--- src/rtl/pia_pkg.sv ---
// rtl/pia_pkg.sv - shared constants and types for the 6821-style PIA channels
package pia_pkg;

  localparam int CR_C1_EN   = 0;
  localparam int CR_C1_EDGE = 1;
  localparam int CR_DDR_SEL = 2;
  localparam int CR_C2_CTL  = 3;
  localparam int CR_C2_EDGE = 4;
  localparam int CR_C2_OUT  = 5;
  localparam int CR_IRQ2    = 6;
  localparam int CR_IRQ1    = 7;

  localparam logic [2:0] C2_HANDSHAKE = 3'b100;
  localparam logic [2:0] C2_PULSE     = 3'b101;
  localparam logic [1:0] C2_MANUAL    = 2'b11;

  typedef enum logic [1:0] {
    C2S_IDLE,
    C2S_WAIT,
    C2S_PULSE
  } c2_state_e;

endpackage

--- src/rtl/pia_port.sv ---
// rtl/pia_port.sv - one PIA channel: registers, C1/C2 edge detect, C2 strobe FSM, flags
module pia_port #(
  parameter int PORT_W = 8,
  parameter bit IS_B   = 1'b0
) (
  input  logic              clk,
  input  logic              reset,
  input  logic              ce,
  input  logic              sel,
  input  logic              we,
  input  logic              rs,
  input  logic [7:0]        din,
  input  logic [PORT_W-1:0] pin,
  input  logic              c1_in,
  input  logic              c2_in,
  output logic [7:0]        rdata,
  output logic [PORT_W-1:0] pout,
  output logic [PORT_W-1:0] pddr,
  output logic              c2_out,
  output logic              c2_oe,
  output logic              irq
);
  import pia_pkg::*;

  logic [5:0]        cr;
  logic [PORT_W-1:0] ora;
  logic [PORT_W-1:0] ddr;
  logic              irq1;
  logic              irq2;
  logic              c1_s1, c1_s2, c1_prev;
  logic              c2_s1, c2_s2, c2_prev;
  c2_state_e         state, state_n;

  logic access, rd_data, wr_data, wr_ddr, wr_cr, strobe;
  logic c1_edge, c2_edge;
  logic unused_din;

  assign unused_din = ^din[7:6];

  assign access  = sel & ce;
  assign rd_data = access & ~we & ~rs & cr[CR_DDR_SEL];
  assign wr_data = access & we & ~rs & cr[CR_DDR_SEL];
  assign wr_ddr  = access & we & ~rs & ~cr[CR_DDR_SEL];
  assign wr_cr   = access & we & rs;
  // A side strobes on data reads, B side on data writes
  assign strobe  = IS_B ? wr_data : rd_data;

  assign c1_edge = (c1_s2 != c1_prev) & (c1_s2 == cr[CR_C1_EDGE]);
  assign c2_edge = ~cr[CR_C2_OUT] & (c2_s2 != c2_prev) & (c2_s2 == cr[CR_C2_EDGE]);

  always_ff @(posedge clk) begin
    if (!reset) begin
      cr      <= '0;
      ora     <= '0;
      ddr     <= '0;
      irq1    <= 1'b0;
      irq2    <= 1'b0;
      // preload with the live pins so leaving reset is not seen as an edge
      c1_s1   <= c1_in;
      c1_s2   <= c1_in;
      c1_prev <= c1_in;
      c2_s1   <= c2_in;
      c2_s2   <= c2_in;
      c2_prev <= c2_in;
    end else if (ce) begin
      c1_s1   <= c1_in;
      c1_s2   <= c1_s1;
      c1_prev <= c1_s2;
      c2_s1   <= c2_in;
      c2_s2   <= c2_s1;
      c2_prev <= c2_s2;
      if (wr_cr)   cr  <= din[5:0];
      if (wr_ddr)  ddr <= din[PORT_W-1:0];
      if (wr_data) ora <= din[PORT_W-1:0];
      if (c1_edge)      irq1 <= 1'b1;
      else if (rd_data) irq1 <= 1'b0;
      if (c2_edge)      irq2 <= 1'b1;
      else if (rd_data || (wr_cr && din[CR_C2_OUT])) irq2 <= 1'b0;
    end
  end

  always_ff @(posedge clk) begin
    if (!reset)  state <= C2S_IDLE;
    else if (ce) state <= state_n;
  end

  always_comb begin
    state_n = state;
    if (cr[5:3] == C2_HANDSHAKE) begin
      if (strobe)       state_n = C2S_WAIT;
      else if (c1_edge) state_n = C2S_IDLE;
    end else if (cr[5:3] == C2_PULSE) begin
      state_n = strobe ? C2S_PULSE : C2S_IDLE;
    end else begin
      state_n = C2S_IDLE;
    end
  end

  always_comb begin
    rdata = '0;
    if (rs) begin
      rdata[CR_IRQ1]      = irq1;
      rdata[CR_IRQ2]      = irq2;
      rdata[CR_C2_OUT:0]  = cr;
    end else if (cr[CR_DDR_SEL]) begin
      rdata[PORT_W-1:0] = (ora & ddr) | (pin & ~ddr);
    end else begin
      rdata[PORT_W-1:0] = ddr;
    end
  end

  assign pout   = ora;
  assign pddr   = ddr;
  assign c2_oe  = cr[CR_C2_OUT];
  assign c2_out = ~cr[CR_C2_OUT] ? 1'b1 :
                  (cr[5:4] == C2_MANUAL) ? cr[CR_C2_CTL] : (state == C2S_IDLE);
  assign irq    = (irq1 & cr[CR_C1_EN]) | (irq2 & cr[CR_C2_CTL] & ~cr[CR_C2_OUT]);

endmodule

--- src/rtl/pia6821_multi.sv ---
// rtl/pia6821_multi.sv - NUM_PORTS-channel 6821-style PIA with shared register bus
module pia6821_multi #(
  parameter int NUM_PORTS = 2,
  parameter int PORT_W    = 8
) (
  input  logic                        clk,
  input  logic                        reset,
  input  logic                        ce,
  input  logic                        cs,
  input  logic                        we,
  input  logic [$clog2(NUM_PORTS):0]  addr,
  input  logic [7:0]                  din,
  output logic [7:0]                  dout,
  input  logic [NUM_PORTS*PORT_W-1:0] port_in,
  output logic [NUM_PORTS*PORT_W-1:0] port_out,
  output logic [NUM_PORTS*PORT_W-1:0] port_ddr,
  input  logic [NUM_PORTS-1:0]        c1_in,
  input  logic [NUM_PORTS-1:0]        c2_in,
  output logic [NUM_PORTS-1:0]        c2_out,
  output logic [NUM_PORTS-1:0]        c2_oe,
  output logic [NUM_PORTS-1:0]        irq,
  output logic                        irq_any
);
  import pia_pkg::*;

  localparam int AW = $clog2(NUM_PORTS);

  logic [AW-1:0] ch;
  logic [7:0]    rdata [NUM_PORTS];

  assign ch = addr[AW:1];

  for (genvar k = 0; k < NUM_PORTS; k++) begin : g_port
    pia_port #(
      .PORT_W (PORT_W),
      .IS_B   ((k % 2) == 1)
    ) u_port (
      .clk    (clk),
      .reset  (reset),
      .ce     (ce),
      .sel    (cs && (ch == AW'(k))),
      .we     (we),
      .rs     (addr[0]),
      .din    (din),
      .pin    (port_in[k*PORT_W +: PORT_W]),
      .c1_in  (c1_in[k]),
      .c2_in  (c2_in[k]),
      .rdata  (rdata[k]),
      .pout   (port_out[k*PORT_W +: PORT_W]),
      .pddr   (port_ddr[k*PORT_W +: PORT_W]),
      .c2_out (c2_out[k]),
      .c2_oe  (c2_oe[k]),
      .irq    (irq[k])
    );
  end

  assign dout    = cs ? rdata[ch] : 8'hFF;
  assign irq_any = |irq;

endmodule

--- config.mk ---
export PLATFORM = sky130hd
export DESIGN_NAME = pia6821_multi
export DESIGN_NICKNAME = d
export VERILOG_FILES = /design/src/rtl/pia_pkg.sv /design/src/rtl/pia_port.sv /design/src/rtl/pia6821_multi.sv
export SDC_FILE = /design/constraint.sdc
export NUM_CORES = 1
export LEC_CHECK = 0
export ABC_AREA = 0
export CORE_MARGIN = 1
export CORE_UTILIZATION = 45
export CTS_CLUSTER_DIAMETER = 100
export DETAILED_ROUTE_END_ITERATION = 8
export PLACE_DENSITY = 0.77
export REMOVE_ABC_BUFFERS = 1
export SETUP_SLACK_MARGIN = 0.15
export SYNTH_ARGS = -nofsm -noshare
export SYNTH_HDL_FRONTEND = slang
export SYNTH_SLANG_ARGS = --single-unit
export TNS_END_PERCENT = 1
--- constraint.sdc ---
create_clock -name clk -period 1.3 [get_ports clk]
set_input_delay 0.195 -clock clk [delete_from_list [all_inputs] [get_ports clk]]
set_output_delay 0.195 -clock clk [all_outputs]
set_load 0.02 [all_outputs]
==> results.json, run 1 <==
{
  "outcome": "complete, but fails checks",
  "violations": "setup timing",
  "cp_max_fo": 7,
  "end_kind": "primary output",
  "ys_ff_latch": 64,
  "seqCellArea_um2": 1450,
  "setup_viol": 23,
  "cts_buffers": 9,
  "io_pins": 82,
  "via_per_inst": 6.02,
  "clock_skew_ns": 0.00697,
  "core_um2": 6940,
  "overflow": 0,
  "grtUsageTotal_pct": 31.1,
  "clk_path_buf_depth": 2,
  "hold_viol": 0,
  "fmax_ghz": 0.565,
  "synth.distinct_cells": 47,
  "grt_max_degree": 45,
  "synth_common_cells": "59 x o21ai_0, 54 x a21oi_1, 52 x dfxtp_1, 44 x nand3_1, 32 x nand2_1",
  "die-area_um2": 7720,
  "period_needed_ns": 1.77,
  "crit_chain": "nor4bb_1 > buf_4 > o41a_1 > o21ai_2 > buf_6",
  "path_buf_inv": 2,
  "hpwl_um": 8160,
  "cpPeakStageDelay_ns": 0.37,
  "path_clk_slew_ns": 0.07,
  "slew-limit-headroom_pct": 75.5,
  "powerDensity_nw_per_um2": 881,
  "start_util_pct": 47.7,
  "core.rowCount": 30,
  "finalWorstSetupSlack_ns": -0.469,
  "nFillCells": 471,
  "cp.arrival_ns": 1.57,
  "slowest_stage": "dfxtp_4",
  "dp_slack_ns": -1.11,
  "ys_seq_area_share_pct": 42.3,
  "vias": 3965,
  "ir_drop_mv": 1.01,
  "dr.pass1.iters": 5,
  "synth_top_area_share_pct": 31.4,
  "drive_gt1_share_pct": 40.7,
  "wl_per_cell_um": 18.7,
  "crit_type": "reg2out",
  "grt_pass1_vias": 3581,
  "critPathLaunchType": "flip-flop",
  "max-cap-violations": 0,
  "multi_input_area_um2": 1910,
  "async_reset_ff_share_pct": 0,
  "tightest_slew_ns": 0.365,
  "routed_wirelength_um": 12300,
  "hold_class": "in2reg",
  "drc": 0,
  "antenna_found_initial": 0,
  "synth_edf_count": 12,
  "rsz0062_at_grt": "yes",
  "synth_top_area_cell": "dfxtp_1",
  "syn_area_per_cell_um2": 8.19,
  "die_y_um": 87.8,
  "fin_crit_sh_pct": 136,
  "drt_iter0_drc": 376,
  "utilization_pct": 76.9,
  "leakage_nw": 2.16,
  "syn_inst": 405,
  "place.gp.congestion": 0.917,
  "n_antenna_cell": 0,
  "yosysWarnings": 0,
  "insertion_delay_ns": 0.35,
  "nets": 593,
  "ys.flop_type": "dfxtp_1",
  "syn_area_um2": 3320,
  "yosys-top-cells-area": "dfxtp_1 31%, edfxtp_1 11%, o21ai_0 8.9%",
  "critPathTopFamily": "compound AO/OA/AOI/OAI gates",
  "synth_most_common_cell": "o21ai_0",
  "cts_sinks": 64,
  "syn_to_final_growth_pct": 61.1,
  "cts_root_buffer": "clkbuf_8",
  "grt_pass1_wl_um": 18200,
  "cts_tree": "built",
  "total_power_mw": 4.70,
  "worstPathRequired_ns": 1.11,
  "final-max-slew-violation-count": 0,
  "numPortBuffers": 81,
  "htreeDepth": 3,
  "fp.dieW_um": 87.8,
  "detail-route-antenna-nets": 0
}
[power by group]
| part | leakage [nW] | internal [mW] | switching (mW) |
|---|---|---|---|
| sequential | 0.559 | 2.08 | 0.0427 |
| clock | 0.106 | 1.06 | 0.805 |
| combinational | 1.49 | 0.341 | 0.373 |
| total | 2.16 | 3.48 | 1.22 |
[worst register-to-register path: stages (launching register included)]
cell and delay, ns:
dfxtp_1 0.31, buf_4 0.15, buf_4 0.13, buf_4 0.14, nor4bb_4 0.26, nor3b_2 0.24
a311o_1 0.20
[through the flow]
step / hold slack (ns) / setup TNS (ns) / cell area, um2 / instances
6_report: 0.429 / -4.61 / 5340 / 659
5_1_grt: 0.422 / -5.95 / 5340 / 659
4_1_cts: 0.418 / -4.55 / 5110 / 659
3_5_place_dp: 0.507 / -42.46 / 4830 / 638
3_3_place_gp: 0.491 / -40.66 / 4830 / 638
2_1_floorplan: 0.294 / -2.33 / 3130 / 365
[registers in the layout (all words and copies together), names as in the netlist]
| name | cells |
|---|---|
| g_port.u_port.c1_prev | 2 |
| g_port.u_port.c1_s1 | 2 |
| g_port.u_port.c1_s2 | 2 |
| g_port.u_port.c2_prev | 2 |
| g_port.u_port.c2_s1 | 2 |
| g_port.u_port.c2_s2 | 2 |
| g_port.u_port.cr | 12 |
| g_port.u_port.irq1 | 2 |
| g_port.u_port.irq2 | 2 |
| g_port.u_port.pddr | 16 |
| g_port.u_port.pout | 16 |
| g_port.u_port.state | 4 |
[cell usage in the layout, fill, tap and decap left out, types with 3 or more instances in the layout]
cell	instances
buf_2	10
dfxtp_2	23
a21oi_4	3
nand2_1	31
a211oi_1	3
o21ai_1	15
o311ai_2	3
a21o_1	5
clkbuf_8	9
edfxtp_1	12
o31a_1	3
nand2b_1	5
dlygate4sd2_1	4
buf_12	4
inv_1	7
o21ai_0	37
and3b_1	5
nor4bb_1	3
a211oi_2	5
dfxtp_4	5
nand3_1	43
nand3b_1	7
clkinv_2	3
buf_6	35
buf_4	97
a21oi_1	51
nor2_1	6
nor2b_1	9
dfxtp_1	24
o21ai_2	9
nor3_1	3
clkdlybuf4s50_1	28
[metal layers]
metal	share of wire, %	track usage (%)	up-vias
met1	41	41.4	1888
li1	-	-	1811
met3	8.2	5.09	37
met4	2.5	12.4	0
met5	0	0	-
met2	49	50.5	229
[cells by family after synthesis]
family / synth area share (%)
AO/OA/AOI/OAI: 28.1
flip-flops: 42.3
AND/OR/NAND/NOR: 23.2
buffers and inverters: 6.45
[layout make-up]
class / instances / area share, %
Clock inverter: 7 / 1.62
Multi-Input combinational cell: 294 / 35.7
Sequential cell: 64 / 27.1
Inverter: 7 / 0.492
Clock buffer: 9 / 2.32
Tap cell: 96 / 2.25
Timing Repair Buffer: 182 / 30.5
[worst paths after layout]
path / from / end / slack [ns] / cells past startpoint
setup / recovery: g_port[0].u_port.cr[2] / dout[4] / -0.47 / 5
hold / removal: addr[0] / g_port[0].u_port.cr[5] / 0.43 / 4
setup reg to reg: g_port[0].u_port.cr[4] / g_port[0].u_port.state[1] / -0.19 / 6
hold reg to reg: g_port[1].u_port.pddr[6] / g_port[1].u_port.pddr[6] / 0.48 / 2
[what timing repair did]
action                     in CTS  in global routing
setup endpoints to repair     119                 98
gates resized for setup       279                 92
hold buffers                    0                  0
hold endpoints to repair        0                  0
pin swaps                      10                 15
cloned                          1                  0
setup buffers                   4                  0
No activity file was read; power rests on OpenSTA's default activity.
==> run 2: changes to the inputs <==
--- a/config.mk
+++ b/config.mk
@@ -10,6 +10,7 @@
 export CORE_UTILIZATION = 45
 export CTS_CLUSTER_DIAMETER = 100
 export DETAILED_ROUTE_END_ITERATION = 8
+export HOLD_SLACK_MARGIN = 0.05
 export PLACE_DENSITY = 0.77
 export REMOVE_ABC_BUFFERS = 1
 export SETUP_SLACK_MARGIN = 0.15
==> results of run 2 <==
Same layout as run 1: the final DEF is identical, and so are final timing and power.
==> run 3: changes to the inputs <==
--- a/config.mk
+++ b/config.mk
@@ -10,6 +10,7 @@
 export CORE_UTILIZATION = 45
 export CTS_CLUSTER_DIAMETER = 100
 export DETAILED_ROUTE_END_ITERATION = 8
+export GPL_ROUTABILITY_DRIVEN = 1
 export HOLD_SLACK_MARGIN = 0.05
 export PLACE_DENSITY = 0.77
 export REMOVE_ABC_BUFFERS = 1
==> results of run 3 <==
Same layout as run 1: the final DEF is identical, and so are final timing and power.
